## src/rtl/spram_byte_reader.sv

```systemverilog
// Streams a contiguous SPRAM word region to uart_tx, low byte first, paced.
// Latency: one cycle from RAM grant to word capture; byte strobes at least PACE cycles apart.
// Backpressure: waits on ram_grant in REQ and on tx_ready plus the pace timer in SEND states.
// Optional checksum trailer byte enabled by defining SPRAM_READER_CKSUM_EN.
module spram_byte_reader #(
    parameter int ADDR_W = 14,
    parameter int CNT_W  = 16,
    parameter int PACE   = 524288
) (
    input  logic              i_clk,
    input  logic              i_rst_n,
    input  logic              i_start,
    input  logic [ADDR_W-1:0] i_start_addr,
    input  logic [CNT_W-1:0]  i_byte_count,
    output logic              o_busy,
    output logic              o_done,
    output logic [ADDR_W-1:0] o_ram_addr,
    output logic              o_ram_rd_req,
    input  logic              i_ram_grant,
    input  logic [15:0]       i_ram_rdata,
    output logic [7:0]        o_tx_data,
    output logic              o_tx_strobe,
    input  logic              i_tx_ready
);

    // PACE-1 always fits in clog2(PACE) bits for PACE >= 2.
    localparam int PACE_W = $clog2(PACE);
    localparam logic [PACE_W-1:0] PACE_RELOAD = PACE_W'(PACE - 1);

    typedef enum logic [3:0] {
        S_IDLE    = 4'd0,
        S_REQ     = 4'd1,
        S_CAPT    = 4'd2,
        S_SEND_LO = 4'd3,
        S_GAP_LO  = 4'd4,
        S_SEND_HI = 4'd5,
        S_GAP_HI  = 4'd6,
`ifdef SPRAM_READER_CKSUM_EN
        S_SEND_CK = 4'd8,
        S_GAP_CK  = 4'd9,
`endif
        S_FIN     = 4'd7
    } state_t;

    state_t              r_state;
    state_t              w_next_state;
    state_t              w_after_data;
    logic [ADDR_W-1:0]   r_addr;
    logic [CNT_W-1:0]    r_rem;
    logic [15:0]         r_word;
    logic [PACE_W-1:0]   r_pace;
    logic [7:0]          r_tx_data;
    logic                r_tx_strobe;
    logic                w_accept;
    logic                w_pace_expired;
    logic                w_fire;
    logic                w_data_fire;
    logic [7:0]          w_tx_byte;
`ifdef SPRAM_READER_CKSUM_EN
    logic [7:0]          r_sum;
`endif

    assign w_accept       = (r_state == S_IDLE) && i_start;
    assign w_pace_expired = (r_pace == '0);
    assign w_data_fire    = w_fire && ((r_state == S_SEND_LO) || (r_state == S_SEND_HI));

    // Where the stream goes once the last data byte has been sent.
`ifdef SPRAM_READER_CKSUM_EN
    assign w_after_data = S_SEND_CK;
`else
    assign w_after_data = S_FIN;
`endif

    // State register.
    always_ff @(posedge i_clk or negedge i_rst_n) begin
        if (!i_rst_n) begin
            r_state <= S_IDLE;
        end else begin
            r_state <= w_next_state;
        end
    end

    // Next-state logic and the byte-fire decision.
    always_comb begin
        w_next_state = r_state;
        w_fire       = 1'b0;
        w_tx_byte    = 8'h00;
        case (r_state)
            S_IDLE: begin
                if (i_start) begin
                    if (i_byte_count != '0) begin
                        w_next_state = S_REQ;
                    end else begin
                        w_next_state = w_after_data;
                    end
                end
            end
            S_REQ: begin
                if (i_ram_grant) begin
                    w_next_state = S_CAPT;
                end
            end
            S_CAPT: begin
                w_next_state = S_SEND_LO;
            end
            S_SEND_LO: begin
                w_tx_byte = r_word[7:0];
                if (i_tx_ready && w_pace_expired) begin
                    w_fire       = 1'b1;
                    w_next_state = S_GAP_LO;
                end
            end
            S_GAP_LO: begin
                // Dead cycle: tx_ready may still read high right after a strobe.
                if (r_rem == '0) begin
                    w_next_state = w_after_data;
                end else begin
                    w_next_state = S_SEND_HI;
                end
            end
            S_SEND_HI: begin
                w_tx_byte = r_word[15:8];
                if (i_tx_ready && w_pace_expired) begin
                    w_fire       = 1'b1;
                    w_next_state = S_GAP_HI;
                end
            end
            S_GAP_HI: begin
                if (r_rem == '0) begin
                    w_next_state = w_after_data;
                end else begin
                    w_next_state = S_REQ;
                end
            end
`ifdef SPRAM_READER_CKSUM_EN
            S_SEND_CK: begin
                w_tx_byte = r_sum;
                if (i_tx_ready && w_pace_expired) begin
                    w_fire       = 1'b1;
                    w_next_state = S_GAP_CK;
                end
            end
            S_GAP_CK: begin
                w_next_state = S_FIN;
            end
`endif
            S_FIN: begin
                w_next_state = S_IDLE;
            end
            default: begin
                w_next_state = S_IDLE;
            end
        endcase
    end

    // Address and remaining-count tracking; address wraps naturally at ADDR_W bits.
    always_ff @(posedge i_clk or negedge i_rst_n) begin
        if (!i_rst_n) begin
            r_addr <= '0;
            r_rem  <= '0;
        end else if (w_accept) begin
            r_addr <= i_start_addr;
            r_rem  <= i_byte_count;
        end else begin
            if (w_data_fire) begin
                r_rem <= r_rem - 1'b1;
            end
            if ((r_state == S_GAP_HI) && (r_rem != '0)) begin
                r_addr <= r_addr + 1'b1;
            end
        end
    end

    // Word holding register: RAM data is valid exactly one cycle after the grant.
    always_ff @(posedge i_clk or negedge i_rst_n) begin
        if (!i_rst_n) begin
            r_word <= '0;
        end else if (r_state == S_CAPT) begin
            r_word <= i_ram_rdata;
        end
    end

    // Pace timer: reloads on every strobe, counts down and sticks at zero (expired).
    always_ff @(posedge i_clk or negedge i_rst_n) begin
        if (!i_rst_n) begin
            r_pace <= '0;
        end else if (w_fire) begin
            r_pace <= PACE_RELOAD;
        end else if (!w_pace_expired) begin
            r_pace <= r_pace - 1'b1;
        end
    end

    // Registered tx interface: strobe lasts one cycle, data holds the last byte sent.
    always_ff @(posedge i_clk or negedge i_rst_n) begin
        if (!i_rst_n) begin
            r_tx_strobe <= 1'b0;
            r_tx_data   <= 8'h00;
        end else begin
            r_tx_strobe <= w_fire;
            if (w_fire) begin
                r_tx_data <= w_tx_byte;
            end
        end
    end

`ifdef SPRAM_READER_CKSUM_EN
    // Running mod-256 sum of the data bytes of the current transfer.
    always_ff @(posedge i_clk or negedge i_rst_n) begin
        if (!i_rst_n) begin
            r_sum <= 8'h00;
        end else if (w_accept) begin
            r_sum <= 8'h00;
        end else if (w_data_fire) begin
            r_sum <= r_sum + w_tx_byte;
        end
    end
`endif

    assign o_busy       = (r_state != S_IDLE) && (r_state != S_FIN);
    assign o_done       = (r_state == S_FIN);
    assign o_ram_rd_req = (r_state == S_REQ);
    assign o_ram_addr   = r_addr;
    assign o_tx_data    = r_tx_data;
    assign o_tx_strobe  = r_tx_strobe;

endmodule
```

## config.mk

```make
export PLATFORM = sky130hd
export DESIGN_NAME = spram_byte_reader
export DESIGN_NICKNAME = d
export VERILOG_FILES = /design/src/rtl/spram_byte_reader.sv
export SDC_FILE = /design/constraint.sdc
export NUM_CORES = 1
export LEC_CHECK = 0
export BUFFER_PORTS_ARGS = -buffer_cell sky130_fd_sc_hd__buf_2
export CAP_MARGIN = 40
export CORE_ASPECT_RATIO = 2
export CORE_UTILIZATION = 56
export DETAILED_ROUTE_END_ITERATION = 12
export PLACE_DENSITY_LB_ADDON = 0.12
export SYNTH_ARGS = -nofsm -noshare
export SYNTH_HDL_FRONTEND = slang
export SYNTH_SLANG_ARGS = --single-unit
export TNS_END_PERCENT = 1
```

## constraint.sdc

```tcl
create_clock -name i_clk -period 3.2 [get_ports i_clk]
set_input_delay 0.64 -clock i_clk [delete_from_list [all_inputs] [get_ports i_clk]]
set_output_delay 0.64 -clock i_clk [all_outputs]
set_load 0.01 [all_outputs]
```

==> results of run 1 <==
## where the power goes
part | internal (mW) | switching, mW
Clock | 0.765 | 0.398
Sequential | 1.28 | 0.332
Combinational | 0.564 | 0.566
Total | 2.61 | 1.30
## area by class of cell
class,count,area share [%]
clock buffer,9,4.64
sequential,77,39.7
inverter,11,0.851
tap,90,2.32
timing repair buffer,82,9.23
multi-input combinational,299,40.7
clock inverter,7,2.50
## metal layers
metal	part of all wire (%)	track usage [%]
met2	54	50.8
met3	4.0	4.37
met1	38	29.5
met4	3.2	15.1
met5	0	0
## cells in the final DEF, fill, tap and decap left out, drive strengths merged, types with 6 or more instances in the layout
master | netlist | final
a21oi | 11 | 11
a221o | 7 | 7
a22o | 16 | 16
buf | 9 | 82
clkbuf | 16 | 9
dfrtp | 77 | 77
inv | 10 | 11
mux2 | 16 | 16
nand2 | 47 | 47
nand3 | 13 | 13
nand4 | 6 | 6
nor2 | 22 | 22
nor3 | 15 | 15
nor4 | 19 | 19
o211ai | 6 | 6
o21ai | 22 | 22
o31ai | 6 | 6
or3 | 6 | 6
or4 | 12 | 12
xnor2 | 13 | 13
## stage by stage
| step | power, mW | worst slack (ps) |
|---|---|---|
| 2_1_floorplan | 2.37 | 917 |
| 3_3_place_gp | 2.67 | 644 |
| 3_5_place_dp | 2.73 | 580 |
| 4_1_cts | 3.92 | 528 |
| 5_1_grt | 4.11 | 260 |
| 6_report | 3.90 | 498 |
## kinds of logic after synthesis
| kind of cell | count (synthesis) | synth area share (%) |
|---|---|---|
| flops | 77 | 47.5 |
| fa+ha+maj | 3 | 0.926 |
| buf+inv | 36 | 3.86 |
| xor+xnor | 16 | 3.46 |
| simple gates | 164 | 21.9 |
| compound gates | 98 | 17.4 |
| mux | 18 | 4.94 |
## worst min-delay path by stage
stage / startpoint / to / slack (ps) / cells after the start
6_report: i_rst_n / r_rem[0]$_DFFE_PN0P_ / 180 / 1
2_1_floorplan: i_rst_n / o_ram_addr[0]$_DFFE_PN0P_ / 340 / 0
3_3_place_gp: r_word[13]$_DFFE_PN0P_ / r_word[13]$_DFFE_PN0P_ / 490 / 1
5_1_grt: i_rst_n / r_rem[0]$_DFFE_PN0P_ / 200 / 1
4_1_cts: i_rst_n / r_rem[0]$_DFFE_PN0P_ / 190 / 1
3_5_place_dp: o_tx_data[4]$_DFFE_PN0P_ / o_tx_data[4]$_DFFE_PN0P_ / 490 / 1
## critical path, stage by stage, from the launching register on
cell and delay (ps):
dfrtp_1 570, nor2b_1 750, o21a_1 320, nand3_1 120, buf_4 240, clkinv_1 200, a31oi_1 110, a221o_1 280
## flip-flops by register name, indices dropped and copies added, names as in the netlist
register and cells:
r_pace 19, r_rem 16, r_word 16, o_ram_addr 14, o_tx_data 8, r_state 3
o_tx_strobe 1
==> impl_metrics.tcl, run 1 <==
set metrics [dict create \
    outcome "finished, final reports clean" \
    grt_pass1_wl_mm 16.4 \
    drc 0 \
    root_buffer "clkbuf_16" \
    period_needed_ps 2700 \
    rsz0062_at_grt "false" \
    drive_gt1_share_pct 25.4 \
    initial_core_util_pct 58.4 \
    ios 77 \
    hold_ws_ps 185 \
    seqCellArea_mm2 0.00193 \
    final_area_mm2 0.00485 \
    dieArea_mm2 0.00761 \
    clk_latency_ps 340 \
    dp_hpwl_mm 7.01 \
    placed_area_mm2 0.00451 \
    cp-startpoint "r_state[2]$_DFFE_PN0P_" \
    maxSlewHeadroom_pct 42.3 \
    grt_use_total_pct 27.5 \
    clock_path_buffers 2 \
    synth_area_leaders "dfrtp_1, mux2_2, nand2_1" \
    path_max_fanout 15 \
    cts.sink_count 77 \
    place_congestion 0.861 \
    worstRegToRegCells 7 \
    multi_input_area_mm2 0.00198 \
    synthFlopType "dfrtp_1" \
    cts_tree "yes" \
    htree_levels 3 \
    ys_types 60 \
    diodes 0 \
    synth_edf_count 0 \
    rows 43 \
    fin_nets 534 \
    cts.clk_slew.worst_paths_ps 60 \
    final-hold-violation-count 0 \
    synth_top_area_cell "dfrtp_1" \
    drtIter0Drc 261 \
    cts_buffers 9 \
    wl_per_cell_um 17.2 \
    r2r-end "r_rem[15]$_DFFE_PN0P_" \
    syn_inst 412 \
    crit_required_ps 3420 \
    syn-num-nets 466 \
    postCtsSetupRepairBufs 0 \
    end_kind "flip-flop" \
    finClkSkew_ps 5.92 \
    grt_max_degree 59 \
    ys.warnings.count 0 \
    die_h_um 122 \
    drt_pass1_iterations 5 \
    min_path_type "in2async" \
    finalMaxSlewViolations 0 \
    yosysMostFrequentCell "dfrtp_1" \
    core_area_mm2 0.00694 \
    critPathArrivalTime_ps 2920 \
    ys_seq_area_share_pct 47.5 \
    grt_overflow 0 \
    max_freq_ghz 0.370 \
    async_flop_share_pct 100 \
    synth_top_cell_area_share_pct 47.5 \
    p_leak_nw 2.02 \
    yosys-top-cells-count "dfrtp_1, nand2_1, nor2_1" \
    startpoint_type "flip-flop" \
    ys_ff_latch 77 \
    finalSetupTns_ps 0 \
    antenna_found_initial 0 \
    via_per_inst 6.24 \
    ant_nets 0 \
    die_x_um 62.2 \
    tightestPinTransition_ps 864 \
    p_per_area_mw_per_mm2 805 \
    vias 3587 \
    wirelength_mm 9.92 \
    reg2reg_slack_ps 500 \
    syn_avg_cell_area_um2 9.84 \
    cts_hold_buffers 0 \
    port_buffers 76 \
    path_class "reg2reg" \
    maxCapViolations 0 \
    syn-cell-area_mm2 0.00406 \
    reg2reg_from "r_state[2]$_DFFE_PN0P_" \
    grt_pass1_vias 3578 \
    endpoint "r_rem[15]$_DFFE_PN0P_" \
    vdd_ir_drop_max_uv 591 \
    instances_no_fill 575 \
    cts.repair.resized 0 \
    fin_util_pct 69.9 \
    dp.cells 559 \
    fin_crit_sh_pct 84.4 \
    fillerInstances 559 \
    setup_viol 0 \
    area_growth_syn_to_layout_pct 19.7 \
]
(Power assumes the default switching activity.)
==> run 2: changes to the inputs <==
==> constraint.sdc (replaced) <==
create_clock -name i_clk -period 2.6 [get_ports i_clk]
set_input_delay 0.52 -clock i_clk [delete_from_list [all_inputs] [get_ports i_clk]]
set_output_delay 0.52 -clock i_clk [all_outputs]
set_load 0.01 [all_outputs]
==> run 2 against run 1 <==
Against the previous run:
- setup slack worse by 270 ps
- cell area grew 1.4%
- sequential cell count unchanged
- count of clock-buffer cells in the layout is the same
- total power increased by 21%
- hold slack worse by 58 ps
- clock skew rose by 0.61 ps
- cell count up 2.6%
- sequential power up 20%
- largest cell class unchanged
- highest routed layer unchanged
==> impl_metrics.tcl, run 2 (synthesis results as in run 1) <==
set metrics [dict create \
    cts.clk_slew.worst_paths_ps 60 \
    min_path_type "in2async" \
    reg2reg_from "r_rem[0]$_DFFE_PN0P_" \
    wirelength_mm 10.0 \
    antenna_found_initial 0 \
    maxSlewHeadroom_pct 57.3 \
    rows 43 \
    tightestPinTransition_ps 635 \
    drt_pass1_iterations 4 \
    area_growth_syn_to_layout_pct 21.4 \
    path_delay_family "simple AND/OR/NAND/NOR gates" \
    grt_max_degree 44 \
    maxCapViolations 0 \
    root_buffer "clkbuf_16" \
    startpoint_type "flip-flop" \
    grt_pass1_vias 3631 \
    grtUsageMet1_pct 31.5 \
    place_congestion 0.897 \
    vdd_ir_drop_max_uv 721 \
    diodes 0 \
    core_area_mm2 0.00694 \
    path_max_fanout 7 \
    via_per_inst 6.08 \
    finalSetupTns_ps 0 \
    drive_gt1_share_pct 28.0 \
    finClkSkew_ps 6.53 \
    final_common_cell "dfrtp_1" \
    reg2reg_slack_ps 230 \
    grt_pass1_wl_mm 16.8 \
    finalPower_mw 4.71 \
    p_per_area_mw_per_mm2 956 \
    rsz0062_at_grt "false" \
    fin_nets 549 \
    die_x_um 62.2 \
    hold_ws_ps 127 \
    grt-busiest-layer "met2" \
    die_h_um 122 \
    vias 3587 \
    crit_required_ps 2820 \
    p_leak_nw 2.07 \
    clk_latency_ps 340 \
    htree_levels 3 \
    outcome "finished, final reports clean" \
    final-hold-violation-count 0 \
    grtUsageMet3_pct 4.74 \
    period_needed_ps 2370 \
    dieArea_mm2 0.00761 \
    dp_hpwl_mm 7.39 \
    final_area_mm2 0.00492 \
    crit_chain "inv_1 > ha_1 > or3b_1 > or4_4 > nor4_1 > o21ai_0 > a221o_1" \
    fillerInstances 563 \
    grt_overflow 0 \
    critPathMaxStageDelay_ps 510 \
    ios 77 \
    grt_use_total_pct 28.3 \
    path_class "reg2reg" \
    cts_buffers 9 \
    r2r-end "r_rem[10]$_DFFE_PN0P_" \
    port_buffers 76 \
    setup_viol 0 \
    cts.sink_count 77 \
    crit_slowest_cell "or4_4" \
    drtIter0Drc 224 \
    final_cell_mix "dfrtp_1, buf_2, nand2_1" \
    top_regs "r_pace: 19 flops, r_rem: 16 flops, r_word: 16 flops" \
    drc 0 \
    end_kind "flip-flop" \
    wl_per_cell_um 17.0 \
    ant_nets 0 \
    regMostFlops "r_pace" \
    critPathArrivalTime_ps 2590 \
    cts_tree "yes" \
    initial_core_util_pct 58.4 \
    path_buf_inv 1 \
    postCtsSetupRepairBufs 0 \
    largest_register_ffs 19 \
    finalMaxSlewViolations 0 \
    max_freq_ghz 0.421 \
    worstRegToRegCells 7 \
    fin_crit_sh_pct 91.3 \
    grt_use_met2_pct 51.8 \
    placed_area_mm2 0.00461 \
    crit_cells 7 \
    clock_path_buffers 2 \
    fin_util_pct 70.9 \
]
-- run 2: where the power goes --
group          switching [mW]  leakage [nW]  total (mW)  internal (mW)
registers               0.356         0.906        1.93           1.57
clock network           0.526         0.143        1.28          0.755
logic                   0.759          1.02        1.49          0.735
total                    1.64          2.07        4.71           3.06
-- run 2: how the worst max path moves through the flow --
| stage | from | end | slack [ps] |
|---|---|---|---|
| 4_1_cts | r_rem[0]$_DFFE_PN0P_ | r_rem[10]$_DFFE_PN0P_ | 150 |
| 6_report | r_rem[0]$_DFFE_PN0P_ | r_rem[10]$_DFFE_PN0P_ | 230 |
| 3_5_place_dp | r_rem[0]$_DFFE_PN0P_ | r_rem[10]$_DFFE_PN0P_ | 190 |
| 5_1_grt | r_rem[1]$_DFFE_PN0P_ | r_rem[10]$_DFFE_PN0P_ | 30 |
| 3_3_place_gp | r_rem[0]$_DFFE_PN0P_ | r_rem[10]$_DFFE_PN0P_ | 250 |
| 2_1_floorplan | r_rem[0]$_DFFE_PN0P_ | r_rem[10]$_DFFE_PN0P_ | 320 |
-- run 2: layout make-up --
cell class | instances | area [µm²] | share of cell area (%)
Sequential cell | 77 | 1930 | 39.1
Timing Repair Buffer | 97 | 553 | 11.2
Tap cell | 90 | 113 | 2.29
Clock buffer | 9 | 225 | 4.58
Inverter | 11 | 41.3 | 0.839
Multi-Input combinational cell | 299 | 1980 | 40.3
Clock inverter | 7 | 80.1 | 1.63
-- run 2: timing repair --
action | CTS | global route
gates resized for setup | 0 | 2
endpoints found under the setup margin | 0 | 2
hold buffers | 0 | 0
-- run 2: per-layer routing --
metal	vias up	wire length (µm)
met3	18	350
met2	109	5510
li1	1716	-
met5	-	0
met4	0	217
met1	1744	3960
-- run 2: worst register-to-register path, stage by stage (launching register included) --
cell and delay [ps]:
dfrtp_1 380, inv_1 90, ha_1 190, or3b_1 500, or4_4 510, nor4_1 180
o21ai_0 120, a221o_1 290
-- run 2: per-stage QoR --
step                std cells  worst slack [ps]
floorplan                 412               317
global placement          574               254
detailed placement        574               187
CTS                       590               148
global route              590              34.2
finish                    590               227
==> run 3: changes to the inputs <==
--- a/config.mk
+++ b/config.mk
@@ -8,7 +8,8 @@
 export BUFFER_PORTS_ARGS = -buffer_cell sky130_fd_sc_hd__buf_2
 export CAP_MARGIN = 40
 export CORE_ASPECT_RATIO = 2
-export CORE_UTILIZATION = 56
+export CORE_UTILIZATION = 58
+export CTS_BUF_LIST = sky130_fd_sc_hd__clkbuf_8
 export DETAILED_ROUTE_END_ITERATION = 12
 export PLACE_DENSITY_LB_ADDON = 0.12
 export SYNTH_ARGS = -nofsm -noshare
==> run 3 against run 2 <==
Against the previous run:
- clock skew increased by 2.7 ps
- sequential power about the same
- global-route usage increased by 1.1 points
- cell count decreased by 0.68%
- register-to-register slack got worse by 70 ps
- combinational power about the same
- wire length increased by 0.27%
- highest routed layer unchanged
==> impl_metrics.tcl, run 3 (synthesis results as in run 1) <==
set metrics [dict create \
    outcome "finished, final reports clean" \
    cp-startpoint "r_rem[0]$_DFFE_PN0P_" \
    tightestPinTransition_ps 849 \
    ios 77 \
    vdd_ir_drop_max_uv 652 \
    dieArea_mm2 0.00735 \
    path_max_fanout 7 \
    htree_levels 3 \
    end_kind "flip-flop" \
    rsz0062_at_grt "false" \
    vias 3678 \
    finClkSkew_ps 9.19 \
    final_cell_mix "dfrtp_1, buf_2, nand2_1" \
    clock_path_buffers 2 \
    fin_crit_sh_pct 94.0 \
    crit_chain "inv_1 > ha_1 > or3b_1 > or4_1 > nor4_1 > o21ai_0 > a221o_1" \
    cts_hold_buffers 0 \
    diodes 0 \
    finalMaxSlewViolations 0 \
    crit_required_ps 2860 \
    drive_gt1_share_pct 27.3 \
    cts_tree "yes" \
    maxSlewHeadroom_pct 43.3 \
    sw_frac_of_total_pct 37.4 \
    wirelength_mm 10.1 \
    top_regs "r_pace: 19 flops, r_rem: 16 flops, r_word: 16 flops" \
    via_per_inst 6.28 \
    setup_viol 0 \
    reg2reg_from "r_rem[0]$_DFFE_PN0P_" \
    wl_per_cell_um 17.2 \
    drc 0 \
    largest_register_ffs 19 \
    postCtsSetupRepairBufs 0 \
    clockPowerShare_pct 20.0 \
    p_per_area_mw_per_mm2 891 \
    cts.clk_slew.worst_paths_ps 80 \
    drt_pass1_iterations 6 \
    area_growth_syn_to_layout_pct 17.8 \
    final_common_cell "dfrtp_1" \
    grt_use_total_pct 29.4 \
    rows 42 \
    instances_no_fill 586 \
    finalSetupTns_ps 0 \
    power.share.combinational_pct 34.3 \
    die_h_um 120 \
    place_congestion 0.916 \
    port_buffers 76 \
    intPower_mw 2.67 \
    cts_buffers 9 \
    min_path_type "in2async" \
    cts.repair.resized 0 \
    grt_pass1_vias 3495 \
    grt_overflow 0 \
    critPathMaxStageDelay_ps 570 \
    root_buffer "clkbuf_8" \
    power_frac_seq_pct 45.8 \
    maxCapViolations 0 \
    critPathArrivalTime_ps 2710 \
    period_needed_ps 2440 \
    regMostFlops "r_pace" \
    switchingPower_mw 1.59 \
    grt_max_degree 49 \
    antenna_found_initial 0 \
    initial_core_util_pct 60.8 \
    final-hold-violation-count 0 \
    fin_nets 547 \
    max_freq_ghz 0.409 \
    path_delay_family "simple AND/OR/NAND/NOR gates" \
    finalPower_mw 4.26 \
    clk_latency_ps 370 \
    die_x_um 61.1 \
    path_class "reg2reg" \
    p_leak_nw 2.00 \
    startpoint_type "flip-flop" \
    dp.cells 570 \
    dp_hpwl_mm 7.29 \
    drtIter0Drc 310 \
    core_area_mm2 0.00667 \
    path_buf_inv 1 \
    cts.sink_count 77 \
    grt_pass1_wl_mm 15.9 \
    crit_slowest_cell "or4_1" \
    ant_nets 0 \
]
[run 3: cell count changes in the layout (fill, tap and decap cells not counted), sizes merged]
cell	previous run	this run
inv	13	11
bufinv	1	0
buf	97	95
clkbuf	9	10
clkinv	2	4
[run 3: path summary, 6_finish.rpt]
kind / end / slack (ps) / depth (start not counted)
min reg2reg: o_tx_data[1]$_DFFE_PN0P_ / 520 / 1
min in group i_clk: o_ram_addr[4]$_DFFE_PN0P_ / 350 / 3
max reg2reg: r_rem[10]$_DFFE_PN0P_ / 160 / 7
max in group asynchronous: r_state[0]$_DFFE_PN0P_ / 1860 / 2
max: r_rem[10]$_DFFE_PN0P_ / 160 / 7
min: r_rem[8]$_DFFE_PN0P_ / 150 / 1
[run 3: power by group through the flow]
stage	clock (mW)	combinational, mW	sequential, mW
CTS	0.866	1.46	1.94
global route	0.909	1.61	2.00
floorplan	0	1.03	1.89
detailed placement	0	1.45	1.96
finish	0.850	1.46	1.95
global placement	0	1.40	1.93
[run 3: final cells by class]
| cell class | instances | area, µm² |
|---|---|---|
| multi-input cells | 299 | 1980 |
| flip-flops and latches | 77 | 1930 |
| fillers | 529 | 1900 |
| repair buffers | 95 | 538 |
| clock buffers | 10 | 138 |
| well taps | 88 | 110 |
| clock inverters | 6 | 46.3 |
| inverters | 11 | 41.3 |
[run 3: per-layer routing]
metal	vias to the layer above	GRT usage [%]	share of wire, %	wire length [µm]
met4	0	15.3	3.3	333
met1	1798	32.5	37	3750
met3	29	7.38	5.3	535
met2	144	49.5	54	5450
li1	1707	-	-	-
met5	-	0	0	0
[run 3: stage by stage]
stage | hold slack [ps] | utilization (%) | setup WS (ps) | instance area, µm²
after floorplan | 224 | - | 317 | 4060
after global routing | 206 | 71.6 | 69.5 | 4780
after CTS | 168 | 71.6 | 178 | 4780
final | 149 | 71.6 | 157 | 4780
after detailed placement | 491 | 68.8 | 185 | 4590
after global placement | 491 | 68.8 | 267 | 4590
[run 3: worst register-to-register path: stages, from the launching register on]
cell,delay (ps)
dfrtp_1,400
inv_1,100
ha_1,180
or3b_1,470
or4_1,570
nor4_1,220
o21ai_0,100
a221o_1,290
